==> src/rtl/arbitro_memorias_acesso_externo_pkg.sv <==
// Shared widths and defaults for the external-access memory read arbiter.
// Widths match gerenciador_memorias_acesso_externo.
package arbitro_memorias_acesso_externo_pkg;

  localparam int ADDR_WIDTH_DEF          = 8;
  localparam int RELACOES_DATA_WIDTH_DEF = 8;
  localparam int N_REQ_DEF               = 2;

  // Width of a counter that holds 0..n, used for wrap arithmetic.
  function automatic int wrap_w(input int n);
    return $clog2(n) + 1;
  endfunction

endpackage

==> src/rtl/arbitro_memorias_acesso_externo_rr_arbiter.sv <==
// Round-robin grant generator with a registered rotation pointer.
// The grant is combinational from the pointer and the request vector.
module arbitro_memorias_acesso_externo_rr_arbiter
  import arbitro_memorias_acesso_externo_pkg::*;
#(
  parameter int N_REQ = N_REQ_DEF
) (
  input  logic             clk,
  input  logic             rst_n,
  input  logic [N_REQ-1:0] valid_i,
  input  logic             advance_i,
  output logic [N_REQ-1:0] grant_o
);

  localparam int PW = $clog2(N_REQ);
  localparam int SW = wrap_w(N_REQ);
  localparam logic [SW-1:0] NREQ_S = SW'(N_REQ);

  logic [PW-1:0] rr_ptr_q;
  logic [PW-1:0] rr_ptr_d;
  logic [PW-1:0] win;
  logic [PW-1:0] idx;
  logic [SW-1:0] sum;
  logic [SW-1:0] nxt;
  logic          found;

  // Scan from the pointer, wrapping, and keep the first valid.
  always_comb begin
    grant_o = '0;
    found   = 1'b0;
    win     = '0;
    idx     = '0;
    sum     = '0;
    for (int k = 0; k < N_REQ; k++) begin
      sum = {1'b0, rr_ptr_q} + SW'(k);
      if (sum >= NREQ_S) begin
        sum = sum - NREQ_S;
      end
      idx = sum[PW-1:0];
      if (!found && valid_i[idx]) begin
        grant_o[idx] = 1'b1;
        found        = 1'b1;
        win          = idx;
      end
    end
  end

  always_comb begin
    nxt = {1'b0, win} + SW'(1);
    if (nxt == NREQ_S) begin
      rr_ptr_d = '0;
    end else begin
      rr_ptr_d = nxt[PW-1:0];
    end
  end

  always_ff @(posedge clk or negedge rst_n) begin
    if (!rst_n) begin
      rr_ptr_q <= '0;
    end else if (advance_i && found) begin
      rr_ptr_q <= rr_ptr_d;
    end
  end

endmodule

==> src/rtl/arbitro_memorias_acesso_externo.sv <==
// Shares the relacoes/obstaculos read ports among N_REQ requesters.
// Both memories are read at the granted address; results return tagged one cycle later.
module arbitro_memorias_acesso_externo
  import arbitro_memorias_acesso_externo_pkg::*;
#(
  parameter int ADDR_WIDTH          = ADDR_WIDTH_DEF,
  parameter int RELACOES_DATA_WIDTH = RELACOES_DATA_WIDTH_DEF,
  parameter int N_REQ               = N_REQ_DEF
) (
  input  logic                              clk,
  input  logic                              rst_n,
  input  logic [N_REQ-1:0]                  req_valid_in,
  input  logic [N_REQ*ADDR_WIDTH-1:0]       req_addr_in,
  output logic [N_REQ-1:0]                  req_ready_out,
  output logic [N_REQ-1:0]                  rsp_valid_out,
  output logic [RELACOES_DATA_WIDTH-1:0]    rsp_relacoes_out,
  output logic                              rsp_obstaculo_out,
  output logic                              relacoes_rd_enable_out,
  output logic [ADDR_WIDTH-1:0]             relacoes_rd_addr_out,
  input  logic [RELACOES_DATA_WIDTH-1:0]    relacoes_rd_data_in,
  output logic                              obstaculos_rd_enable_out,
  output logic [ADDR_WIDTH-1:0]             obstaculos_rd_addr_out,
  input  logic                              obstaculos_rd_data_in
);

  logic [N_REQ-1:0]      grant;
  logic [N_REQ-1:0]      tag_q;
  logic [ADDR_WIDTH-1:0] addr_sel;
  logic                  any_grant;

  arbitro_memorias_acesso_externo_rr_arbiter #(
    .N_REQ (N_REQ)
  ) u_rr_arbiter (
    .clk       (clk),
    .rst_n     (rst_n),
    .valid_i   (req_valid_in),
    .advance_i (any_grant),
    .grant_o   (grant)
  );

  assign any_grant = |grant;

  // Grant is one-hot, so OR-ing the masked addresses selects it.
  always_comb begin
    addr_sel = '0;
    for (int i = 0; i < N_REQ; i++) begin
      if (grant[i]) begin
        addr_sel = addr_sel | req_addr_in[i*ADDR_WIDTH +: ADDR_WIDTH];
      end
    end
  end

  assign req_ready_out            = grant;
  assign relacoes_rd_enable_out   = any_grant;
  assign obstaculos_rd_enable_out = any_grant;
  assign relacoes_rd_addr_out     = addr_sel;
  assign obstaculos_rd_addr_out   = addr_sel;

  always_ff @(posedge clk or negedge rst_n) begin
    if (!rst_n) begin
      tag_q <= '0;
    end else begin
      tag_q <= grant;
    end
  end

  assign rsp_valid_out     = tag_q;
  assign rsp_relacoes_out  = relacoes_rd_data_in;
  assign rsp_obstaculo_out = obstaculos_rd_data_in;

endmodule

==> config.mk <==
export PLATFORM = sky130hd
export DESIGN_NAME = arbitro_memorias_acesso_externo
export DESIGN_NICKNAME = d
export VERILOG_FILES = /design/src/rtl/arbitro_memorias_acesso_externo_pkg.sv /design/src/rtl/arbitro_memorias_acesso_externo_rr_arbiter.sv /design/src/rtl/arbitro_memorias_acesso_externo.sv
export SDC_FILE = /design/constraint.sdc
export NUM_CORES = 1
export LEC_CHECK = 0
export ABC_AREA = 1
export ABC_CLOCK_PERIOD_IN_PS = 1020
export BUFFER_PORTS_ARGS = -buffer_cell sky130_fd_sc_hd__buf_4
export CAP_MARGIN = 25
export CORE_AREA = 10 10 49 51
export CTS_CLUSTER_DIAMETER = 30
export DETAILED_ROUTE_END_ITERATION = 8
export DIE_AREA = 0 0 59 61
export GPL_TIMING_DRIVEN = 0
export HOLD_SLACK_MARGIN = 0.02
export PLACE_DENSITY = 0.77
export SLEW_MARGIN = 40
export SYNTH_ARGS = -nofsm -noshare
export SYNTH_HDL_FRONTEND = slang
export SYNTH_SLANG_ARGS = --single-unit
==> constraint.sdc <==
create_clock -name clk -period 1.02 [get_ports clk]
set_input_delay 0.051 -clock clk [delete_from_list [all_inputs] [get_ports clk]]
set_output_delay 0.051 -clock clk [all_outputs]
set_load 0.01 [all_outputs]
==> results.toml, run 1 <==
[worst_setup_path]
path_common_cell = "buf_6"
r2r_cells = 6
crit_path_end = "relacoes_rd_addr_out[7]"
slowest_stage = "dfrtp_1"
worstPathCellList = "nand2_4 > buf_6 > nand3_2 > nand2_2 > buf_6 > buf_6"
r2r_slack_ns = -0.06
crit_type = "reg -> out"
cpPeakStageDelay_ns = 0.40
critPathMaxFanout = 5
worst_setup_path_start_kind = "flop"
crit_required_ns = 0.97
end_kind = "output pin"
critPathArrivalTime_ns = 1.25
reg2reg_to = "rsp_valid_out[0]"

[yosys]
yosysSeqAreaShare = 0.1961
yosys_warnings = 0
yosysTopAreaCellShare = 0.3529
synth_area_leaders = "buf_4, dfrtp_1, nand2_1, nand3_1, buf_6"
synth_largest_area_cell = "buf_4"
avgSynthCellArea_um2 = 6.837
synth_cell_types = 9
synth_cells = 56
ys_seq_elements = 3
syn_nets = 85
mappedNetlistArea_um2 = 382.9

[timing]
rsz0062_at_grt = "true"
worst_pin_slew_ns = 0.1648
slew_viol_final = 0
post-route-period-util = 1.276
fin_crit_ns = 1.301
setup_ws_ns = -0.2811
max_freq_mhz = 768.6
relSlewSlack = 0.8898
final_hold_viol_count = 0
fin_setup_tns_ns = -4.606
setup_viol = 21
skew_ns = 0.002814
hold_ws_ns = 0.1423

[floorplan]
die_w_um = 59
initial_utilization = 0.2602
core_area_um2 = 1471
num_rows = 14
ios = 60
dieArea_um2 = 3599
chipHeight_um = 61

[route]
via_per_inst = 4.368
wl_per_cell_um = 14.89
firstDrtPassIters = 4
routed_wirelength_um = 1980
vias = 581
drc_errors = 0
drt_iter0_drc = 5
postRouteAntennaNets = 0

[pwr]
netSwitchingFraction = 0.3496
p_per_area_nw_per_um2 = 1068
p_comb_frac = 0.672
peakVddDrop_v = 0.0008601
p_sw_w = 0.0003889
internal_power_w = 0.0007233
power_frac_clock = 0.196
pwr-share-seq = 0.132
p_leak_nw = 0.5729
p_total_w = 0.001112

[final_layout]
num-nets-final = 147
areaGrowthSynthToFinish_pct = 171.9
final_cell_mix = "buf_4, buf_6, nand2_2"
nFillCells = 115
drive_gt1_frac = 0.8803
final_common_cell = "buf_4"
diodes = 0

[cts]
cts_buffers = 3
cts.clk_slew.worst_paths_ns = 0.04
cts_buffer_depth = 2
worstSkewPairLatency_ns = 0.24
htree_levels = 1
ctsRootBufferMaster = "clkbuf_4"
cts.sinks = 3
cts_tree = "built"

[global_route]
grt_pass1_wl_um = 2884
antenna_found_initial = 0
first_global_vias = 667
grt_max_degree = 11
grt_use_total = 0.1013
overflow = 0

[job]
drv_cap = 0

[hold_path]
min_path_type = "in -> reg"

[placed_design]
gp_congestion = 0.6669
io_buffer_count = 49
place_hpwl_um = 1455

[run_status]
violations = "setup timing"
status = "finished with violations"
-- kinds of logic after synthesis --
logic type             after synthesis  synth area share
and+or+nand+nor                     31            0.3725
buffers and inverters               22            0.4314
DFF                                  3            0.1961
-- critical path, delay by kind of cell, from the launching register on --
kind	cells	cell delay, ns
DFF	1	0.40
buffers and inverters	3	0.33
and+or+nand+nor	3	0.27
-- layout make-up --
| type | count | area [um^2] | share of cell area |
|---|---|---|---|
| inverters | 2 | 7.507 | 0.007212 |
| repair buffers | 56 | 483.0 | 0.4639 |
| flip-flops and latches | 3 | 75.07 | 0.07212 |
| well taps | 16 | 20.02 | 0.01923 |
| clock buffers | 4 | 26.28 | 0.02524 |
| multi-input cells | 32 | 241.5 | 0.2320 |
| plain buffers | 20 | 187.7 | 0.1803 |
-- metrics by stage --
| stage | util | std cells | instance area [um^2] | setup slack, ns |
|---|---|---|---|---|
| global placement | 0.5238 | 121 | 770.7 | -0.02891 |
| floorplan | - | 56 | 382.9 | 0.04969 |
| finish | 0.7075 | 133 | 1041 | -0.2811 |
| detailed placement | 0.5238 | 121 | 770.7 | -0.03811 |
| global route | 0.7075 | 133 | 1041 | -0.3275 |
| CTS | 0.6573 | 131 | 967.2 | -0.2693 |
-- what timing repair did --
item,CTS,global route
hold buffers,1,0
endpoints found under the setup margin,20,21
setup buffers,3,2
cloned,2,0
endpoints found under the hold margin,3,0
pin swaps,11,5
gates resized for setup,33,15
-- routing by layer --
metal / vias up / GRT usage / part of all wire
li1: 280 / - / -
met1: 254 / 0.09197 / 0.34
met2: 47 / 0.1757 / 0.48
met3: 0 / 0.07516 / 0.18
met4: 0 / 0.02951 / 0
met5: - / 0 / 0
-- power by group through the flow --
stage / Combinational (W) / Sequential [W] / Clock (W)
floorplan: 0.000265 / 0.000150 / 0
global placement: 0.000541 / 0.000145 / 0
detailed placement: 0.000550 / 0.000145 / 0
CTS: 0.000697 / 0.000146 / 0.000221
global route: 0.000804 / 0.000148 / 0.000224
finish: 0.000748 / 0.000147 / 0.000218
-- synthesized netlist by cell type, drive strengths merged --
cell and n:
nand2 22, buf 20, dfrtp 3, nand3 9, inv 2
-- worst min path at each step --
stage / from / endpoint / slack, ns / cells after the start
4_1_cts: req_valid_in[0] / rsp_valid_out[0] / 0.13 / 3
6_report: req_valid_in[0] / flop / 0.14 / 3
2_1_floorplan: rst_n / asynchronous set/reset pin / -0.24 / 0
3_3_place_gp: rst_n / rsp_valid_out[1] / -0.16 / 1
3_5_place_dp: rst_n / rsp_valid_out[0] / -0.16 / 1
5_1_grt: rst_n / asynchronous set/reset pin / 0.16 / 2
No activity file was read; power rests on OpenSTA's default activity.
==> run 2: changes to the inputs <==
--- a/config.mk
+++ b/config.mk
@@ -8,7 +8,7 @@
 export ABC_AREA = 1
 export ABC_CLOCK_PERIOD_IN_PS = 1020
 export BUFFER_PORTS_ARGS = -buffer_cell sky130_fd_sc_hd__buf_4
-export CAP_MARGIN = 25
+export CAP_MARGIN = 10
 export CORE_AREA = 10 10 49 51
 export CTS_CLUSTER_DIAMETER = 30
 export DETAILED_ROUTE_END_ITERATION = 8
==> constraint.sdc (replaced) <==
create_clock -name clk -period 1.02 [get_ports clk]
set_input_delay 0.204 -clock clk [delete_from_list [all_inputs] [get_ports clk]]
set_output_delay 0.204 -clock clk [all_outputs]
set_load 0.01 [all_outputs]
==> run 2 against run 1 <==
  * The flow still finishes with violations (setup timing)
  * Worst hold slack improved by 0.12 ns
  * Maximum frequency decreased by 10%
  * Critical path depth decreased by 1
  * Combinational power decreased by 1%
  * Flip-flop and latch count unchanged
  * Global-route usage increased by 0.96 points
  * First-iteration DRC count decreased by 60%
  * Cell count decreased by 1.5%
  * Total power decreased by 1.3%
  * Via count decreased by 1.7%
  * Highest routed layer is now met4
==> results.toml, run 2 (same netlist as run 1, synthesis figures left out) <==
[cts]
cts_buffer_depth = 2
cts_buffers = 3
worstSkewPairLatency_ns = 0.23
cts_tree = "built"
ctsRootBufferMaster = "clkbuf_4"
cts.clk_slew.worst_paths_ns = 0.04
htree_levels = 1
cts.sinks = 3

[timing]
max_freq_mhz = 690.5
worst_pin_slew_ns = 0.1421
setup_ws_ns = -0.4282
post-route-period-util = 1.420
setup_viol = 20
final_hold_viol_count = 0
fin_setup_tns_ns = -7.562
rsz0062_at_grt = "true"
fin_crit_ns = 1.448
relSlewSlack = 0.9050
skew_ns = 0.002457
slew_viol_final = 0

[route]
drc_errors = 0
postRouteAntennaNets = 0
firstDrtPassIters = 2
vias = 571
drt_iter0_drc = 2
routed_wirelength_um = 2026
via_per_inst = 4.359
wl_per_cell_um = 15.47

[worst_setup_path]
end_kind = "output pin"
crit_required_ns = 0.82
r2r_slack_ns = 0.05
worst_setup_path_start_kind = "flop"
critPathMaxFanout = 5
crit_type = "reg -> out"
critPathArrivalTime_ns = 1.24
r2r_cells = 5

[floorplan]
chipHeight_um = 61
core_area_um2 = 1471
num_rows = 14
dieArea_um2 = 3599
die_w_um = 59
ios = 60
initial_utilization = 0.2602

[final_layout]
areaGrowthSynthToFinish_pct = 166.0
drive_gt1_frac = 0.8696
finalCoreUtilization = 0.6922
final_cell_mix = "buf_4, buf_6, nand2_2"
num-nets-final = 145
diodes = 0
design_area_um2 = 1018
final_common_cell = "buf_4"

[global_route]
overflow = 0
grt_pass1_wl_um = 3042
grt_use_total = 0.1109
antenna_found_initial = 0
grt_max_degree = 11
first_global_vias = 647

[pwr]
p_leak_nw = 0.5648
peakVddDrop_v = 0.0007191
p_per_area_nw_per_um2 = 1078

[run_status]
violations = "setup timing"
status = "finished with violations"

[hold_path]
hold_path.startpoint = "req_valid_in[0]"
whs_path_depth = 3
whs_endpoint = "rsp_valid_out[0]"
min_path_type = "in -> reg"

[job]
drv_cap = 0

[placed_design]
io_buffer_count = 49
place_hpwl_um = 1568
gp_congestion = 0.6410
place_area_um2 = 825.8
run 2: layer usage:
metal	vias to the layer above	GRT usage	share of wire
met5	-	0	0
met4	0	0.05902	0.0039
met3	2	0.07098	0.14
met2	44	0.1907	0.50
met1	251	0.09872	0.35
li1	274	-	-
run 2: worst max-delay path by stage:
stage                     slack [ns]  startpoint  depth (start not counted)                 endpoint
after floorplan                -0.06        flop                          5  relacoes_rd_addr_out[1]
after global placement         -0.16        flop                          6  relacoes_rd_addr_out[7]
after detailed placement       -0.20        flop                          6  relacoes_rd_addr_out[3]
after CTS                      -0.45        flop                          6  relacoes_rd_addr_out[3]
after global routing           -0.50        flop                          6  relacoes_rd_addr_out[4]
final                          -0.43        flop                          5   relacoes_rd_enable_out
run 2: what timing repair did:
item	CTS	global route
hold buffers	1	0
buffers inserted	2	1
resized for setup	18	12
pin swaps	8	10
hold endpoints to repair	3	0
gates cloned	2	0
setup endpoints to repair	20	20
run 2: cell type report:
type                    count  area (um^2)
plain buffers              20        191.4
clock buffers               4        26.28
fillers                   125        452.9
inverters                   2        7.507
multi-input cells          32        226.5
flip-flops and latches      3        75.07
well taps                  16        20.02
repair buffers             54        471.7
run 2: power by group:
| group | switching [W] | internal (W) | total, W | leakage [nW] |
|---|---|---|---|---|
| registers | 0.0000125 | 0.000137 | 0.000149 | 0.0352 |
| logic | 0.000304 | 0.000433 | 0.000737 | 0.515 |
| clock network | 0.0000647 | 0.000147 | 0.000211 | 0.0150 |
| total | 0.000381 | 0.000717 | 0.00110 | 0.565 |
run 2: worst max-delay path, cell delays in order (launching register included):
cell,delay [ns]
dfrtp_1,0.40
nand2_4,0.13
buf_6,0.14
nand3_2,0.09
buf_6,0.12
buf_4,0.13
run 2: metrics by stage:
stage | setup WS, ns | instances | hold WS [ns] | power [W]
after floorplan | -0.05842 | 56 | -0.09159 | 0.0004654
after global placement | -0.1609 | 121 | -0.005692 | 0.0007371
after detailed placement | -0.2041 | 121 | -0.001592 | 0.0007488
after CTS | -0.4482 | 130 | 0.2640 | 0.001062
after global routing | -0.4964 | 131 | 0.2777 | 0.001178
final | -0.4282 | 131 | 0.2636 | 0.001098
==> run 3: changes to the inputs <==
--- a/config.mk
+++ b/config.mk
@@ -6,7 +6,7 @@
 export NUM_CORES = 1
 export LEC_CHECK = 0
 export ABC_AREA = 1
-export ABC_CLOCK_PERIOD_IN_PS = 1020
+export ABC_CLOCK_PERIOD_IN_PS = 1500
 export BUFFER_PORTS_ARGS = -buffer_cell sky130_fd_sc_hd__buf_4
 export CAP_MARGIN = 10
 export CORE_AREA = 10 10 49 51
==> constraint.sdc (replaced) <==
create_clock -name clk -period 1.5 [get_ports clk]
set_input_delay 0.3 -clock clk [delete_from_list [all_inputs] [get_ports clk]]
set_output_delay 0.3 -clock clk [all_outputs]
set_load 0.01 [all_outputs]
==> run 3 against run 2 <==
  * The flow still finishes with violations (setup timing)
  * Clock-buffer cell count stayed put
  * Sequential power is 33% lower
  * Utilization is 9.2 points lower
  * Clock power is 32% lower
  * Via count is 5.4% lower
  * Worst hold slack better by 0.10 ns
  * Clock skew is 0.00063 ns higher
  * Non-clock buffer count is 8 lower
  * Combinational power is 44% lower
  * Cell count is 6.1% lower
  * Sequential share of layout area is 1.1 points higher
  * Critical path depth is 1 higher
  * Largest power group unchanged
  * Highest routed layer is now met3
==> results.toml, run 3 (same netlist as run 1, synthesis figures left out) <==
[run_status]
status = "finished with violations"
violations = "setup timing"

[cts]
ctsRootBufferMaster = "clkbuf_4"
cts_tree = "built"
cts.clk_slew.worst_paths_ns = 0.04
cts_buffers = 3
cts_buffer_depth = 2
htree_levels = 1
cts.sinks = 3
worstSkewPairLatency_ns = 0.23

[placed_design]
place_inst = 121
place_hpwl_um = 1455
gp_congestion = 0.6669
io_buffer_count = 49
dp_slack_ns = 0.1525

[floorplan]
die_w_um = 59
num_rows = 14
ios = 60
core_area_um2 = 1471
initial_utilization = 0.2602
chipHeight_um = 61
dieArea_um2 = 3599

[global_route]
met2_usage = 0.1697
overflow = 0
first_global_vias = 641
antenna_found_initial = 0
met1_usage = 0.08615
grt_max_degree = 11
grt_pass1_wl_um = 2766
met3_usage = 0.07098
grt-busiest-layer = "met2"
grt_use_total = 0.09668

[worst_setup_path]
crit_path_end = "relacoes_rd_addr_out[1]"
worst_setup_path_start_kind = "flop"
crit_required_ns = 1.20
critPathArrivalTime_ns = 1.22
critPathMaxFanout = 5
crit_type = "reg -> out"
r2r_cells = 5
r2r_slack_ns = 0.55
end_kind = "output pin"

[pwr]
internal_power_w = 0.0004257
pwr-share-seq = 0.152
p_sw_w = 0.0002305
peakVddDrop_v = 0.0005609
p_leak_nw = 0.5034
p_per_area_nw_per_um2 = 742.9
power_frac_clock = 0.217
p_comb_frac = 0.630
netSwitchingFraction = 0.3513

[final_layout]
multi_input_area_um2 = 203.9
final_common_cell = "buf_4"
nFillCells = 139
final_cell_mix = "buf_4, buf_6, nand2_1, nand2_2, nand3_2"
drive_gt1_frac = 0.8131
num-nets-final = 137
seqCellArea_um2 = 75.07
areaGrowthSynthToFinish_pct = 130.7
diodes = 0
layout.cells.non_filler = 123

[route]
firstDrtPassIters = 3
postRouteAntennaNets = 0
vias = 540
drc_errors = 0
drt_iter0_drc = 4
via_per_inst = 4.390
wl_per_cell_um = 14.81
routed_wirelength_um = 1822

[timing]
setup_ws_ns = -0.02104
skew_ns = 0.003084
worst_pin_slew_ns = 0.1422
final_hold_viol_count = 0
rsz0062_at_grt = "true"
max_freq_mhz = 657.4
post-route-period-util = 1.014
slew_viol_final = 0
fin_crit_ns = 1.521
fin_setup_tns_ns = -0.02104
relSlewSlack = 0.9049
setup_viol = 1

[job]
drv_cap = 0

[hold_path]
min_path_type = "in -> reg"
==> run 3: cell count changes in the layout (fill, tap and decap cells not counted), sizes merged <==
cell	previous run	this run
buf	73	65
==> run 3: cell type report <==
type / instances / share of cell area
timing repair buffer: 54 / 0.5085
multi-input combinational: 32 / 0.2309
clock buffer: 4 / 0.02975
sequential: 3 / 0.08499
tap: 16 / 0.02266
inverter: 2 / 0.008499
buffer: 12 / 0.1147
==> run 3: power groups by stage <==
stage               Combinational [W]  Clock [W]  Sequential, W
floorplan                    0.000180          0       0.000102
global placement             0.000368          0      0.0000988
detailed placement           0.000374          0      0.0000986
CTS                          0.000411   0.000150      0.0000996
global route                 0.000450   0.000151       0.000100
finish                       0.000414   0.000143      0.0000999
==> run 3: worst max-delay path: stages, from the launching register on <==
cell and delay, ns:
dfrtp_1 0.40, nand2_4 0.12, buf_6 0.14, nand3_2 0.06
nand2_2 0.08, buf_6 0.09, buf_6 0.09
==> run 3: repair_timing <==
| action | CTS | global route |
|---|---|---|
| endpoints found under the setup margin | 9 | 13 |
| hold buffers | 1 | 0 |
| buffers inserted | 3 | 0 |
| endpoints found under the hold margin | 3 | 0 |
| gates resized for setup | 22 | 6 |
| pin swaps | 11 | 1 |
| gates cloned | 2 | 0 |
==> run 3: how the worst min path moves through the flow <==
stage,start,end,slack (ns),cells past startpoint
floorplan,rst_n,asynchronous set/reset pin,0.004,0
global placement,rst_n,rsp_valid_out[1],0.09,1
detailed placement,rst_n,rsp_valid_out[0],0.09,1
CTS,req_valid_in[0],flop,0.36,3
global route,rst_n,asynchronous set/reset pin,0.41,2
finish,req_valid_in[0],flop,0.37,3
==> run 3: metrics by stage <==
| stage | utilization | total power [W] | hold slack, ns | instance area, um^2 |
|---|---|---|---|---|
| 6_report | 0.6003 | 0.0006563 | 0.3682 | 883.3 |
| 5_1_grt | 0.6003 | 0.0007016 | 0.4086 | 883.3 |
| 4_1_cts | 0.5884 | 0.0006607 | 0.3638 | 865.8 |
| 3_5_place_dp | 0.5238 | 0.0004726 | 0.08975 | 770.7 |
| 3_3_place_gp | 0.5238 | 0.0004669 | 0.08863 | 770.7 |
| 2_1_floorplan | - | 0.0002824 | 0.004409 | 382.9 |
==> run 3: layer usage <==
metal | part of all wire | wire [um] | up-vias
li1 | - | - | 261
met5 | 0 | 0 | -
met1 | 0.35 | 640 | 236
met2 | 0.47 | 857 | 43
met3 | 0.18 | 324 | 0
met4 | 0 | 0 | 0
